<file path="src/rtl/alu_ctrl.sv">
// alu_ctrl: accumulator-machine controller that sequences one instruction at a
// time through an external registered ALU.
// Each instruction goes IDLE -> ISSUE -> WAIT, with write-back at the end of WAIT.
// SKZ can skip the next instruction; HLT parks the controller until resume.
// Optional build macro: ALU_CTRL_CHECK_EN adds a reference model that compares
// against alu_out and drives a sticky chk_err flag.

package alu_ctrl_pkg;

    typedef enum logic [2:0] {
        OP_HLT = 3'd0,
        OP_SKZ = 3'd1,
        OP_ADD = 3'd2,
        OP_AND = 3'd3,
        OP_XOR = 3'd4,
        OP_LDA = 3'd5,
        OP_STO = 3'd6,
        OP_JMP = 3'd7
    } opcode_t;

endpackage

module alu_ctrl
    import alu_ctrl_pkg::*;
#(
    parameter int unsigned WIDTH = 8
) (
    input  logic             clk,
    input  logic             rst_,
    input  logic             instr_valid,
    output logic             instr_ready,
    input  logic [2:0]       instr_opcode,
    input  logic [WIDTH-1:0] instr_data,
    output logic [2:0]       alu_opcode,
    output logic [WIDTH-1:0] alu_data,
    output logic [WIDTH-1:0] alu_accum,
    input  logic [WIDTH-1:0] alu_out,
    input  logic             alu_zero,
    output logic             res_valid,
    output logic [WIDTH-1:0] res_data,
    output logic             st_valid,
    output logic [WIDTH-1:0] st_data,
    output logic             halted,
    input  logic             resume,
    output logic             chk_err
);

    typedef enum logic [1:0] {
        S_IDLE  = 2'd0,
        S_ISSUE = 2'd1,
        S_WAIT  = 2'd2,
        S_HALT  = 2'd3
    } state_t;

    state_t           state_q;
    opcode_t          op_q;
    logic [WIDTH-1:0] data_q;
    logic [WIDTH-1:0] accum_q;
    logic [WIDTH-1:0] accum_d;
    logic             skip_q;
    logic             ready_q;
    logic             res_valid_q;
    logic [WIDTH-1:0] res_data_q;
    logic             st_valid_q;
    logic [WIDTH-1:0] st_data_q;
    logic             halted_q;
    logic             hs_c;

    assign hs_c = instr_valid & ready_q;

    // Accumulator write-back value: only data-producing opcodes take the ALU result
    always_comb begin
        accum_d = accum_q;
        case (op_q)
            OP_ADD, OP_AND, OP_XOR, OP_LDA: accum_d = alu_out;
            default:                        accum_d = accum_q;
        endcase
    end

    // Controller FSM with registered outputs; the captured op/data double as the ALU drive
    always_ff @(posedge clk) begin
        if (!rst_) begin
            state_q     <= S_IDLE;
            op_q        <= OP_HLT;
            data_q      <= '0;
            accum_q     <= '0;
            skip_q      <= 1'b0;
            ready_q     <= 1'b1;
            res_valid_q <= 1'b0;
            res_data_q  <= '0;
            st_valid_q  <= 1'b0;
            st_data_q   <= '0;
            halted_q    <= 1'b0;
        end else begin
            res_valid_q <= 1'b0;
            st_valid_q  <= 1'b0;
            case (state_q)
                S_IDLE: begin
                    if (hs_c) begin
                        if (skip_q) begin
                            // Skipped instruction is swallowed without touching the ALU
                            skip_q <= 1'b0;
                        end else begin
                            op_q    <= opcode_t'(instr_opcode);
                            data_q  <= instr_data;
                            ready_q <= 1'b0;
                            state_q <= S_ISSUE;
                        end
                    end
                end
                S_ISSUE: begin
                    state_q <= S_WAIT;
                end
                S_WAIT: begin
                    accum_q     <= accum_d;
                    res_valid_q <= 1'b1;
                    res_data_q  <= accum_d;
                    op_q        <= OP_HLT;
                    data_q      <= '0;
                    if (op_q == OP_SKZ) begin
                        skip_q <= alu_zero;
                    end
                    if (op_q == OP_STO) begin
                        st_valid_q <= 1'b1;
                        st_data_q  <= accum_q;
                    end
                    if (op_q == OP_HLT) begin
                        state_q  <= S_HALT;
                        halted_q <= 1'b1;
                    end else begin
                        state_q <= S_IDLE;
                        ready_q <= 1'b1;
                    end
                end
                S_HALT: begin
                    if (resume) begin
                        state_q  <= S_IDLE;
                        halted_q <= 1'b0;
                        ready_q  <= 1'b1;
                    end
                end
                default: begin
                    state_q <= S_IDLE;
                    ready_q <= 1'b1;
                end
            endcase
        end
    end

    assign instr_ready = ready_q;
    assign alu_opcode  = op_q;
    assign alu_data    = data_q;
    assign alu_accum   = accum_q;
    assign res_valid   = res_valid_q;
    assign res_data    = res_data_q;
    assign st_valid    = st_valid_q;
    assign st_data     = st_data_q;
    assign halted      = halted_q;

`ifdef ALU_CTRL_CHECK_EN
    logic [WIDTH-1:0] exp_c;
    logic             chk_en_c;
    logic             chk_err_q;

    // Reference result for the data-producing opcodes
    always_comb begin
        exp_c    = accum_q;
        chk_en_c = 1'b1;
        case (op_q)
            OP_ADD:  exp_c = accum_q + data_q;
            OP_AND:  exp_c = accum_q & data_q;
            OP_XOR:  exp_c = accum_q ^ data_q;
            OP_LDA:  exp_c = data_q;
            default: chk_en_c = 1'b0;
        endcase
    end

    // Sticky mismatch flag, cleared only by reset
    always_ff @(posedge clk) begin
        if (!rst_) begin
            chk_err_q <= 1'b0;
        end else if ((state_q == S_WAIT) && chk_en_c && (alu_out != exp_c)) begin
            chk_err_q <= 1'b1;
        end
    end

    assign chk_err = chk_err_q;
`else
    assign chk_err = 1'b0;
`endif

endmodule

</file>
<file path="config.mk">
export PLATFORM = sky130hd
export DESIGN_NAME = alu_ctrl
export DESIGN_NICKNAME = d
export VERILOG_FILES = /design/src/rtl/alu_ctrl.sv
export SDC_FILE = /design/constraint.sdc
export NUM_CORES = 1
export LEC_CHECK = 0
export BUFFER_PORTS_ARGS = -buffer_cell sky130_fd_sc_hd__buf_2
export CAP_MARGIN = 20
export CORE_MARGIN = 8
export CORE_UTILIZATION = 45
export DETAILED_ROUTE_END_ITERATION = 8
export GPL_ROUTABILITY_DRIVEN = 0
export PLACE_DENSITY = 0.77
export SLEW_MARGIN = 10
export SYNTH_ARGS = -nofsm -noshare
export SYNTH_HDL_FRONTEND = slang
export SYNTH_SLANG_ARGS = --single-unit
</file>
<file path="constraint.sdc">
create_clock -name clk -period 1.6 [get_ports clk]
set_input_delay 0.24 -clock clk [delete_from_list [all_inputs] [get_ports clk]]
set_output_delay 0.24 -clock clk [all_outputs]
set_load 0.02 [all_outputs]
</file>
==> impl_metrics.yaml, run 1 <==
sta:
  tns_ns: 0
  finalCritPeriodShare: 0.872
  final-setup-viol-count: 0
  grt_setup_unrepaired: "no"
  fin_crit_ns: 1.40
  hold_viol: 0
  clock.fmax_ghz: 0.717
  fin_skew_ns: 0.00129
  worst_slack_ns: 0.204
  drv_slew: 0
synth:
  syn_avg_cell_area_um2: 9.99
  synthMuxAreaShare: 0.123
  synth_top_family_by_area: "simple AND/OR/NAND/NOR gates"
  synth_compound_gate_area_share: 0.0901
  ys_types: 27
  syn_inst: 139
  syn_area_um2: 1390
  synth_nets: 163
  synth_top_cell_area_share: 0.490
  ys_ff_latch: 34
  yosysTopAreaCell: "dfxtp_1"
  synthXorXnorAreaFrac: 0.00631
  ys_seq_area_frac: 0.490
  yosys.area_share.simple: 0.198
  yosysWarnings: 0
  synth_area_leaders: "dfxtp_1 (49%), mux2i_1 (12%), nand2_1 (7.6%)"
  synthAdderAreaFrac: 0
critical_path:
  crit_type: "reg2reg"
  start_kind: "register"
  cp.arrival_ns: 1.66
  path_max_fanout: 11
  cp_data_required_time_ns: 1.86
  worstSetupEndpointType: "register"
power_and_ir_drop:
  power_density_nw_per_um2: 1120
  p_leak_uw: 0.000801
  ir_drop_mv: 0.653
clock_network:
  cts_tree: "done"
  cts_max_path_buffers: 2
  cts_resized: 0
  post_cts_buffers: 0
  cts_hold_buf: 0
  cts_inserted_buffers: 5
  clkTransAtPathRegs_ns: 0.10
  htreeDepth: 2
  clkLatencyLatePin_ns: 0.31
  clkSinkCount: 34
  cts_root_buf: "clkbuf_4"
worst_hold_path:
  hold_class: "in2reg"
global_routing:
  grt_use_met2: 0.243
  grt_first_pass_wirelength_um: 5580
  grtUsageMet3: 0.0586
  grt_antenna_before_repair: 0
  grt_busiest_layer: "met2"
  track_usage: 0.135
  grt_pass1_vias: 1219
  grt_util_met1: 0.139
  grt_overflow: 0
  grt_max_degree: 34
placed_design:
  portBuffers: 62
  post-place-ws_ns: 0.0472
  dp_cells: 219
  dp_hpwl_um: 2630
final_layout:
  regArea_um2: 681
  fin_nets: 217
  fillers: 277
  n_antenna_cell: 0
  multi_input_area_um2: 591
  stdcell_count: 227
  post-route-util: 0.567
  syn_to_final_growth_pct: 22.5
  drive_gt1_frac: 0.392
detailed_routing:
  first_pass_iters: 4
  viasPerCell: 4.98
  ant_nets: 0
  routed_wl_um: 3370
  drcViolationCount: 0
  drt-initial-drc-count: 27
  num_vias: 1131
  wl_per_cell_um: 14.8
floorplanning:
  start_util: 0.463
  fp.dieW_um: 71.6
  coreArea_um2: 3000
  die_h_um: 71.6
  num_io_pins: 64
  rows: 20
  die_area_um2: 5120
run_status:
  outcome: "complete, no violations"
job:
  drv_cap: 0
## through the flow
stage / area (µm²) / power [µW] / hold WS, ns
2_1_floorplan: 1390 / 1320 / 0.365
3_3_place_gp: 1640 / 1420 / 0.441
3_5_place_dp: 1640 / 1440 / 0.453
4_1_cts: 1700 / 1910 / 0.117
5_1_grt: 1700 / 2000 / 0.113
6_report: 1700 / 1900 / 0.128
## power breakdown
part | internal [µW] | leakage, µW | switching, µW
Sequential | 921 | 0.000276 | 81.8
Clock | 213 | 0.0000353 | 267
Combinational | 175 | 0.000490 | 242
## cell type report
cell class,count,area share
sequential,34,0.400
multi-input combinational,87,0.347
timing repair buffer,64,0.191
clock buffer,7,0.0324
tap,33,0.0243
clock inverter,1,0.00294
inverter,1,0.00221
## registers in the layout (all words and copies together), names as in the netlist
signal       flops
alu_data         8
instr_ready      1
st_data          8
state_q          2
skip_q           1
halted           1
st_valid         1
alu_opcode       3
res_data         8
res_valid        1
## cells in the mapped netlist (all sizes together)
library cell,number
a21oi,2
nand3,4
conb,1
dfxtp,34
inv,1
and2,2
a22o,11
o21ai,2
clkbuf,3
o311ai,1
mux2i,17
nand2b,2
buf,14
nand2,28
and3,1
nor4,1
nor2,6
nor2b,1
nor3,1
nor4b,2
xnor2,1
nand4bb,3
and2b,1
## kinds of logic (layout without fill, tap and decap cells)
| group | Yosys count | count (layout) |
|---|---|---|
| and+or+nand+nor | 52 | 52 |
| AOI/OAI and AO/OA | 16 | 16 |
| xor gates and xnor gates | 1 | 1 |
| DFF | 34 | 34 |
| other | 1 | 1 |
| muxes | 17 | 17 |
| buffers and inverters | 18 | 73 |
## layer usage
layer  share of wire  vias to the layer above
met5               0                        -
met4          0.0086                        0
met3           0.075                        5
met2            0.50                       43
met1            0.41                      513
li1                -                      570
## cell usage in the layout (no fill, tap or decap), types with 3 or more instances in the layout
| cell | netlist | layout |
|---|---|---|
| nand4bb_1 | 3 | 3 |
| nor2_1 | 5 | 4 |
| dfxtp_1 | 34 | 34 |
| clkbuf_4 | 0 | 5 |
| mux2i_1 | 17 | 17 |
| a22o_1 | 11 | 11 |
| nand3_1 | 4 | 4 |
| buf_2 | 1 | 62 |
| nand2_1 | 28 | 28 |
## critical path, cell delays in order (launching register included)
cell,delay [ns]
dfxtp_1,0.42
nand4bb_1,0.30
nor2_2,0.42
a22o_1,0.20
## path summary, 6_finish.rpt
path	from	end	slack, ns	cells past startpoint
setup reg to reg	state_q[1]	alu_opcode[1]	0.20	3
hold reg to reg	st_data[1]	st_data[1]	0.46	2
setup / recovery	state_q[1]	alu_opcode[1]	0.20	3
hold / removal	instr_data[5]	alu_data[5]	0.13	2
Power figures use the tool's default switching activity.
==> run 2, diff against run 1 <==
- CORE_UTILIZATION: 45 -> 40
- PLACE_DENSITY: 0.77 -> 0.7
==> run 2 against run 1 <==
- non-clock buffer count unchanged
- flip-flop and latch count unchanged
- combinational power about the same
- cell area up 0.96%
- clock power up 1%
- via count up 0.53%
- final cell count up 5.7%
- sequential power about the same
- register-to-register slack better by 0.03 ns
- setup slack better by 0.031 ns
- largest power group unchanged
- highest routed layer unchanged
==> impl_metrics.yaml, run 2 (synthesis results as in run 1) <==
run_status:
  outcome: "complete, no violations"
clock_network:
  htreeDepth: 2
  clkLatencyLatePin_ns: 0.33
  cts_inserted_buffers: 5
  cts_max_path_buffers: 2
  cts_hold_buf: 0
  clkTransAtPathRegs_ns: 0.10
  cts_tree: "done"
  cts_root_buf: "clkbuf_4"
  post_cts_buffers: 0
  clkSinkCount: 34
  cts_resized: 0
critical_path:
  path_max_fanout: 11
  start_kind: "register"
  cp_data_required_time_ns: 1.88
  endpoint: "alu_opcode[2]"
  r2r_setup_slack_ns: 0.24
  r2r_cells: 3
  reg2reg_to: "alu_opcode[2]"
  reg2reg_from: "state_q[1]"
  startpoint: "state_q[1]"
  cp.arrival_ns: 1.64
  crit_type: "reg2reg"
  worstSetupEndpointType: "register"
power_and_ir_drop:
  ir_drop_mv: 0.645
  power_density_nw_per_um2: 1110
  p_leak_uw: 0.000801
  power_uw: 1900
final_layout:
  n_antenna_cell: 0
  final_common_cell: "buf_2"
  stdcell_count: 240
  fin_nets: 217
  postLayoutCellArea_um2: 1720
  drive_gt1_frac: 0.392
  syn_to_final_growth_pct: 23.7
  final_cell_mix: "buf_2 (62), dfxtp_1 (34), nand2_1 (28)"
placed_design:
  portBuffers: 62
  dp_cells: 232
  dp_hpwl_um: 2570
  placed_area_um2: 1660
detailed_routing:
  drt-initial-drc-count: 40
  ant_nets: 0
  first_pass_iters: 4
  viasPerCell: 4.74
  routed_wl_um: 3330
  wl_per_cell_um: 13.9
  num_vias: 1137
  drcViolationCount: 0
global_routing:
  grt_max_degree: 26
  grt_pass1_vias: 1173
  grt_first_pass_wirelength_um: 5230
  track_usage: 0.121
  grt_overflow: 0
  grt_antenna_before_repair: 0
sta:
  clock.fmax_ghz: 0.733
  grt_setup_unrepaired: "no"
  hold_viol: 0
  fin_crit_ns: 1.36
  tns_ns: 0
  fin_skew_ns: 0.00341
  finalCritPeriodShare: 0.853
  final-setup-viol-count: 0
  drv_slew: 0
worst_hold_path:
  hold_class: "in2reg"
floorplanning:
  die_h_um: 74.9
  coreArea_um2: 3340
  fp.dieW_um: 74.9
  die_area_um2: 5610
  start_util: 0.416
  num_io_pins: 64
  rows: 21
job:
  drv_cap: 0
## run 2: cell counts in the layout (fill, tap and decap cells not counted)
No cell type changed its count.
## run 2: power breakdown
part	switching (µW)	leakage [µW]	internal [µW]
Clock	272	0.0000353	213
Sequential	83.3	0.000276	921
Combinational	240	0.000490	175
## run 2: critical path, stage by stage (launching register included)
cell and delay (ns):
dfxtp_1 0.42, nand4bb_1 0.29, nor2_2 0.41, a22o_1 0.19
## run 2: cell type report
class	count	area (µm²)
clock buffer	7	55.1
clock inverter	1	5.00
fill	339	1620
inverter	1	3.75
multi-input combinational	87	591
sequential	34	681
tap	46	57.6
timing repair buffer	64	325
## run 2: how the worst min path moves through the flow
stage	start	endpoint	slack (ns)	cells past startpoint
floorplan	instr_data[6]	alu_data[6]	0.37	1
global placement	st_data[2]	st_data[2]	0.44	2
detailed placement	st_data[6]	st_data[6]	0.45	2
CTS	instr_data[5]	alu_data[5]	0.1	2
global route	instr_data[3]	alu_data[3]	0.09	2
finish	instr_data[7]	alu_data[7]	0.11	2
## run 2: per-layer routing
layer,share of wire,global-route usage,vias to the layer above
met5,0,0,-
met4,0.017,0.0457,0
met3,0.064,0.0613,6
met2,0.49,0.190,37
met1,0.43,0.137,518
li1,-,-,576
## run 2: per-stage QoR
stage	util	hold WS, ns	setup slack (ns)
after floorplan	-	0.365	0.350
after global placement	0.496	0.440	0.187
after detailed placement	0.496	0.453	0.0338
after CTS	0.514	0.0976	0.0147
after global routing	0.515	0.0885	0.130
final	0.515	0.113	0.235
